==> src/rtl/audio_adc_rx.sv <==
// audio_adc_rx: WM8731 ADC I2S receiver. The codec is the bus master; this
// block oversamples AUD_BCLK/AUD_ADCLRCK/AUD_ADCDAT on clk and rebuilds
// left/right words (MSB first, one-bit I2S delay after each LRCK edge).
// Complete stereo pairs are handed to the recorder with a valid/ready
// handshake. A pair that arrives while the previous one is still unread is
// dropped, and the sticky ovf flag is raised.
//
// Optional feature: define AUDIO_ADC_RX_MONO_EN to build the mono mix
// (signed average of left and right). Without it o_mono is tied to 0.
//
// Ports:
//   clk, reset            system clock (>= 4x BCLK), async active-low reset
//   en                    capture enable (recorder in RECORDING)
//   AUD_BCLK/ADCLRCK/ADCDAT  codec pins, asynchronous to clk
//   o_left/o_right/o_mono    last delivered pair (+ mono mix)
//   o_valid, i_ready         pair handshake
//   ovf, ovf_clr             sticky overflow flag and its synchronous clear
//
// Capture FSM states:
//   state    | meaning
//   ST_IDLE  | no LRCK edge seen since reset
//   ST_SHIFT | word in progress, collecting bits
//   ST_FULL  | word complete, extra bits ignored until next LRCK edge
module audio_adc_rx #(
  parameter int DATA_W = 16,
  parameter int CNT_W  = 5
) (
  input  logic              clk,
  input  logic              reset,
  input  logic              en,
  input  logic              AUD_BCLK,
  input  logic              AUD_ADCLRCK,
  input  logic              AUD_ADCDAT,
  output logic [DATA_W-1:0] o_left,
  output logic [DATA_W-1:0] o_right,
  output logic [DATA_W-1:0] o_mono,
  output logic              o_valid,
  input  logic              i_ready,
  output logic              ovf,
  input  logic              ovf_clr
);

  typedef enum logic [1:0] {ST_IDLE, ST_SHIFT, ST_FULL} state_t;

  localparam logic [CNT_W-1:0] LP_LAST = CNT_W'(DATA_W - 1);

  logic r_bclk_s1, r_bclk_s2, r_bclk_prev;
  logic r_lrck_s1, r_lrck_s2, r_lrck_last;
  logic r_dat_s1, r_dat_s2;

  state_t            r_state;
  logic [CNT_W-1:0]  r_bit_cnt;
  logic              r_chan;
  logic [DATA_W-1:0] r_shift;
  logic [DATA_W-1:0] r_left_hold;
  logic [DATA_W-1:0] r_right_hold;
  logic              r_left_ok;
  logic              r_armed;
  logic              r_pair_pend;

  logic              w_bclk_rise;
  logic              w_lrck_edge;
  logic [DATA_W-1:0] w_word;
  logic              w_load;
  logic              w_ovf_set;

  always_ff @(posedge clk or negedge reset) begin
    if (!reset) begin
      r_bclk_s1   <= 1'b0;
      r_bclk_s2   <= 1'b0;
      r_bclk_prev <= 1'b0;
      r_lrck_s1   <= 1'b0;
      r_lrck_s2   <= 1'b0;
      r_dat_s1    <= 1'b0;
      r_dat_s2    <= 1'b0;
    end else begin
      r_bclk_s1   <= AUD_BCLK;
      r_bclk_s2   <= r_bclk_s1;
      r_bclk_prev <= r_bclk_s2;
      r_lrck_s1   <= AUD_ADCLRCK;
      r_lrck_s2   <= r_lrck_s1;
      r_dat_s1    <= AUD_ADCDAT;
      r_dat_s2    <= r_dat_s1;
    end
  end

  assign w_bclk_rise = r_bclk_s2 & ~r_bclk_prev;
  assign w_lrck_edge = r_lrck_s2 ^ r_lrck_last;
  assign w_word      = {r_shift[DATA_W-2:0], r_dat_s2};

  always_ff @(posedge clk or negedge reset) begin
    if (!reset) begin
      r_state      <= ST_IDLE;
      r_bit_cnt    <= '0;
      r_chan       <= 1'b0;
      r_shift      <= '0;
      r_left_hold  <= '0;
      r_right_hold <= '0;
      r_left_ok    <= 1'b0;
      r_armed      <= 1'b0;
      r_lrck_last  <= 1'b0;
      r_pair_pend  <= 1'b0;
    end else begin
      r_pair_pend <= 1'b0;
      if (!en) r_armed <= 1'b0;
      if (w_bclk_rise) begin
        r_lrck_last <= r_lrck_s2;
        if (w_lrck_edge) begin
          // Bit at the edge is the I2S delay slot and is discarded.
          r_state   <= ST_SHIFT;
          r_bit_cnt <= '0;
          r_chan    <= r_lrck_s2;
          // A word cut short poisons the current frame.
          if (r_state == ST_SHIFT) r_armed <= 1'b0;
          // Left start opens a new frame; re-arm only if enabled now, so a
          // left word that began before enable never forms a pair.
          if (!r_lrck_s2) begin
            r_left_ok <= 1'b0;
            if (en) r_armed <= 1'b1;
          end
        end else if (r_state == ST_SHIFT) begin
          r_shift   <= w_word;
          r_bit_cnt <= r_bit_cnt + CNT_W'(1);
          if (r_bit_cnt == LP_LAST) begin
            r_state <= ST_FULL;
            if (!r_chan) begin
              r_left_hold <= w_word;
              r_left_ok   <= 1'b1;
            end else begin
              r_right_hold <= w_word;
              r_pair_pend  <= r_armed & r_left_ok & en;
            end
          end
        end
      end
    end
  end

  assign w_load    = r_pair_pend & en & (~o_valid | i_ready);
  assign w_ovf_set = r_pair_pend & en & o_valid & ~i_ready;

  always_ff @(posedge clk or negedge reset) begin
    if (!reset) begin
      o_left  <= '0;
      o_right <= '0;
      o_valid <= 1'b0;
      ovf     <= 1'b0;
    end else begin
      if (w_load) begin
        o_left  <= r_left_hold;
        o_right <= r_right_hold;
        o_valid <= 1'b1;
      end else if (o_valid && i_ready) begin
        o_valid <= 1'b0;
      end
      // Set has priority over a simultaneous clear.
      ovf <= w_ovf_set | (ovf & ~ovf_clr);
    end
  end

`ifdef AUDIO_ADC_RX_MONO_EN
  logic [DATA_W:0] w_left_ext;
  logic [DATA_W:0] w_right_ext;

  assign w_left_ext  = {r_left_hold[DATA_W-1], r_left_hold};
  assign w_right_ext = {r_right_hold[DATA_W-1], r_right_hold};

  // Sign-extended sum, then drop the LSB: arithmetic average truncated.
  always_ff @(posedge clk or negedge reset) begin
    if (!reset) begin
      o_mono <= '0;
    end else if (w_load) begin
      o_mono <= DATA_W'((w_left_ext + w_right_ext) >> 1);
    end
  end
`else
  assign o_mono = '0;
`endif

endmodule

==> config.mk <==
export PLATFORM = sky130hd
export DESIGN_NAME = audio_adc_rx
export DESIGN_NICKNAME = d
export VERILOG_FILES = /design/src/rtl/audio_adc_rx.sv
export SDC_FILE = /design/constraint.sdc
export NUM_CORES = 1
export LEC_CHECK = 0
export ABC_AREA = 0
export CAP_MARGIN = 20
export CORE_MARGIN = 5
export CORE_UTILIZATION = 45
export DETAILED_ROUTE_END_ITERATION = 10
export GPL_TIMING_DRIVEN = 0
export PLACE_DENSITY = 0.78
export SLEW_MARGIN = 20
export SYNTH_ARGS = -nofsm -noshare
export SYNTH_HDL_FRONTEND = slang
export SYNTH_SLANG_ARGS = --single-unit
==> constraint.sdc <==
create_clock -name clk -period 3.1 [get_ports clk]
set_clock_uncertainty 0.15 [all_clocks]
set_input_delay 0.31 -clock clk [delete_from_list [all_inputs] [get_ports clk]]
set_output_delay 0.31 -clock clk [all_outputs]
set_load 0.1 [all_outputs]
==> flow_metrics.env <==
export IMPL_status="finished clean"
export IMPL_grt_pass1_wl_mm=11.7
export IMPL_nNetsFinal=340
export IMPL_grtUsageTotal_pct=13.5
export IMPL_cts_path_max_buffers=2
export IMPL_antenna_cells=0
export IMPL_worst_setup_path_end_kind="flip-flop"
export IMPL_start_util_pct=46.0
export IMPL_clock_sinks=100
export IMPL_dp_cells=426
export IMPL_synth_top_family_by_area="multiplexers"
export IMPL_critPathLaunchType="flip-flop"
export IMPL_muxShareOfSynthArea_pct=23.4
export IMPL_cts_buffers=9
export IMPL_slew_violations=0
export IMPL_use_met2_pct=20.9
export IMPL_async_reset_ff_share_pct=100
export IMPL_place_congestion=0.769
export IMPL_first_iter_violations=46
export IMPL_synth_top_area_cell="dfrtp_1"
export IMPL_yosys_warnings=0
export IMPL_crit_arrival_ps=2650
export IMPL_synth_cell_type_count=36
export IMPL_finalSetupViolations=0
export IMPL_drc=0
export IMPL_coreArea_sq_um=8680
export IMPL_yosysTopAreaCellShare_pct=62.6
export IMPL_leakagePower_nw=2.44
export IMPL_first_pass_iters=4
export IMPL_cts_resized=0
export IMPL_post_route_min_period_ps=2540
export IMPL_criticalPathCategory="reg2reg"
export IMPL_htreeDepth=3
export IMPL_min_delay_start="r_lrck_s1$_DFF_PN0_"
export IMPL_fin_area_sq_um=4840
export IMPL_synth_compound_area_share_pct=2.60
export IMPL_min_delay_path_depth=0
export IMPL_synth_fa_ha_area_share_pct=0.626
export IMPL_drt_wl_total_mm=6.70
export IMPL_synth_edf_count=0
export IMPL_via_per_inst=4.87
export IMPL_hold_end="r_lrck_s2$_DFF_PN0_"
export IMPL_use_met1_pct=17.0
export IMPL_yosys_area_share_simple_pct=4.07
export IMPL_worst_slew_pin_slew_ps=975
export IMPL_peakVddDrop_uv=206
export IMPL_area_growth_pct=21.0
export IMPL_overflow=0
export IMPL_r2r_cells=7
export IMPL_power_density_nw_per_um2=526
export IMPL_hold_viol_final=0
export IMPL_first_global_vias=2367
export IMPL_die_area_sq_um=10900
export IMPL_cp_data_required_time_ps=3200
export IMPL_dieHeight_microns=104
export IMPL_hold_slack_ps=208
export IMPL_maxCapViolations=0
export IMPL_seq_area_sq_um=2500
export IMPL_yosysMostFrequentCell="dfrtp_1"
export IMPL_drive_gt1_share_pct=38.8
export IMPL_fin_crit_sh_pct=82.1
export IMPL_ys_seq_area_share_pct=62.6
export IMPL_clk_latency_ps=360
export IMPL_vias=2156
export IMPL_antenna_left=0
export IMPL_n_fill_cell=747
export IMPL_die_w_microns=104
export IMPL_max_slew_margin_pct=34.8
export IMPL_fmax_mhz=393
export IMPL_cts_root_buffer="clkbuf_8"
export IMPL_cp_max_fo=10
export IMPL_netlist_top_cells_count="dfrtp_1, mux2_2, buf_4"
export IMPL_antenna_found_initial=0
export IMPL_r2r_end="r_right_hold[12]$_DFFE_PN0P_"
export IMPL_grt_max_degree=60
export IMPL_cts_tree="built"
export IMPL_syn_area_sq_um=4000
export IMPL_ys_flop_type="dfrtp_1"
export IMPL_routedWlPerCell_microns=15.1
export IMPL_placed_area_sq_um=4630
export IMPL_reg2reg_from="r_bit_cnt[0]$_DFFE_PN0P_"
export IMPL_met3_usage_pct=5.03
export IMPL_clk_pin_slew_ps=90
export IMPL_top_usage_layer="met2"
export IMPL_rows=34
export IMPL_syn_avg_cell_area_sq_um=15.3
export IMPL_ys_ff_latch=100
export IMPL_io_pins=58
export IMPL_final_setup_tns_ps=0
export IMPL_hp_class="reg2reg"
export IMPL_hpwl_mm=4.61
export IMPL_r2r_setup_slack_ps=560
export IMPL_synth_xor_area_share_pct=0.908
export IMPL_yosys_top_cells_area="dfrtp_1, mux2_2, buf_4, mux2_4, o22ai_1"
export IMPL_syn_inst=261
export IMPL_port_buffer_count=41
export IMPL_fin_cells=443
export IMPL_grt_setup_unrepaired="no"
export IMPL_multi_input_area_sq_um=1320
export IMPL_post_cts_buffers=0
## per-stage QoR
step / utilization, % / worst slack (ps) / power (mW)
floorplan: - / 886 / 1.67
global placement: 53.0 / -1990 / 1.73
detailed placement: 53.3 / 550 / 1.75
CTS: 55.7 / 540 / 2.58
global route: 55.7 / 444 / 2.67
finish: 55.7 / 555 / 2.55
## power by group
group,switching [mW],total (mW),internal (mW)
registers,0.0655,1.44,1.37
logic,0.163,0.283,0.120
clock network,0.449,0.826,0.377
total,0.678,2.55,1.87
## layout by cell type, fill, tap and decap left out, types with 2 or more instances in the layout
cell | synthesis | routed
a21oi_1 | 5 | 5
buf_2 | 6 | 6
buf_4 | 16 | 16
buf_6 | 2 | 3
clkbuf_1 | 2 | 2
clkbuf_8 | 0 | 9
clkdlybuf4s50_1 | 0 | 40
clkinvlp_4 | 0 | 3
conb_1 | 1 | 16
dfrtp_1 | 100 | 100
ha_1 | 2 | 2
inv_1 | 7 | 7
inv_6 | 0 | 2
mux2_2 | 72 | 72
mux2_4 | 7 | 7
mux2i_1 | 2 | 2
nand2_1 | 5 | 5
nand2b_1 | 3 | 3
nand3_1 | 3 | 3
nand4_2 | 2 | 2
nor2_1 | 2 | 2
nor2b_1 | 2 | 2
o22ai_1 | 5 | 5
## worst max path at each step
stage / from / end / slack, ps / cells after the start
after floorplan: r_bit_cnt[0]$_DFFE_PN0P_ / r_right_hold[10]$_DFFE_PN0P_ / 890 / 7
final: r_bit_cnt[0]$_DFFE_PN0P_ / r_right_hold[12]$_DFFE_PN0P_ / 560 / 7
after detailed placement: r_bit_cnt[0]$_DFFE_PN0P_ / r_right_hold[12]$_DFFE_PN0P_ / 550 / 7
after global placement: reset / o_left[6]$_DFFE_PN0P_ / -1990 / 1
after global routing: r_bit_cnt[0]$_DFFE_PN0P_ / r_right_hold[10]$_DFFE_PN0P_ / 440 / 7
after CTS: r_bit_cnt[0]$_DFFE_PN0P_ / r_right_hold[12]$_DFFE_PN0P_ / 540 / 7
## state kept, by name, indices dropped and copies added (netlist names), 2 cells and up
register / flops
r_left_hold: 16
r_right_hold: 16
r_shift: 15
r_state: 2
r_bit_cnt: 5
o_right: 16
o_left: 16
## metal layers
| layer | up-vias | share of wire (%) |
|---|---|---|
| met5 | - | 0 |
| met4 | 0 | 1.6 |
| met3 | 6 | 5.0 |
| met2 | 51 | 49 |
| met1 | 1082 | 44 |
| li1 | 1017 | - |
## kinds of logic (layout without fill, tap and decap cells)
| family | after synthesis | in the layout |
|---|---|---|
| adder cells (fa/ha/maj) | 2 | 2 |
| buffers and inverters | 34 | 93 |
| multiplexers | 81 | 81 |
| AO/OA/AOI/OAI | 16 | 16 |
| flip-flops | 100 | 100 |
| other | 1 | 16 |
| XOR/XNOR | 2 | 2 |
| AND/OR/NAND/NOR | 25 | 25 |
## what timing repair did
item                                    4_1_cts  5_1_grt
hold buffers                                  1        0
endpoints found under the setup margin        0        0
hold endpoints to repair                     41        0
## layout make-up
class                           count  area share (%)
Tap cell                          108            2.79
Timing Repair Buffer               43            9.29
Clock inverter                      7            1.55
Sequential cell                   100            51.7
Inverter                            7           0.543
Multi-Input combinational cell    142            27.4
Clock buffer                        9            2.56
Buffer                             27            4.14
## worst max-delay path, stage by stage, from the launching register on
cell and delay, ps:
dfrtp_1 420, ha_1 230, and3_1 190, ha_1 180
and4bb_2 280, nand4_2 250, buf_2 350, mux2_2 380
(Power assumes the default switching activity.)
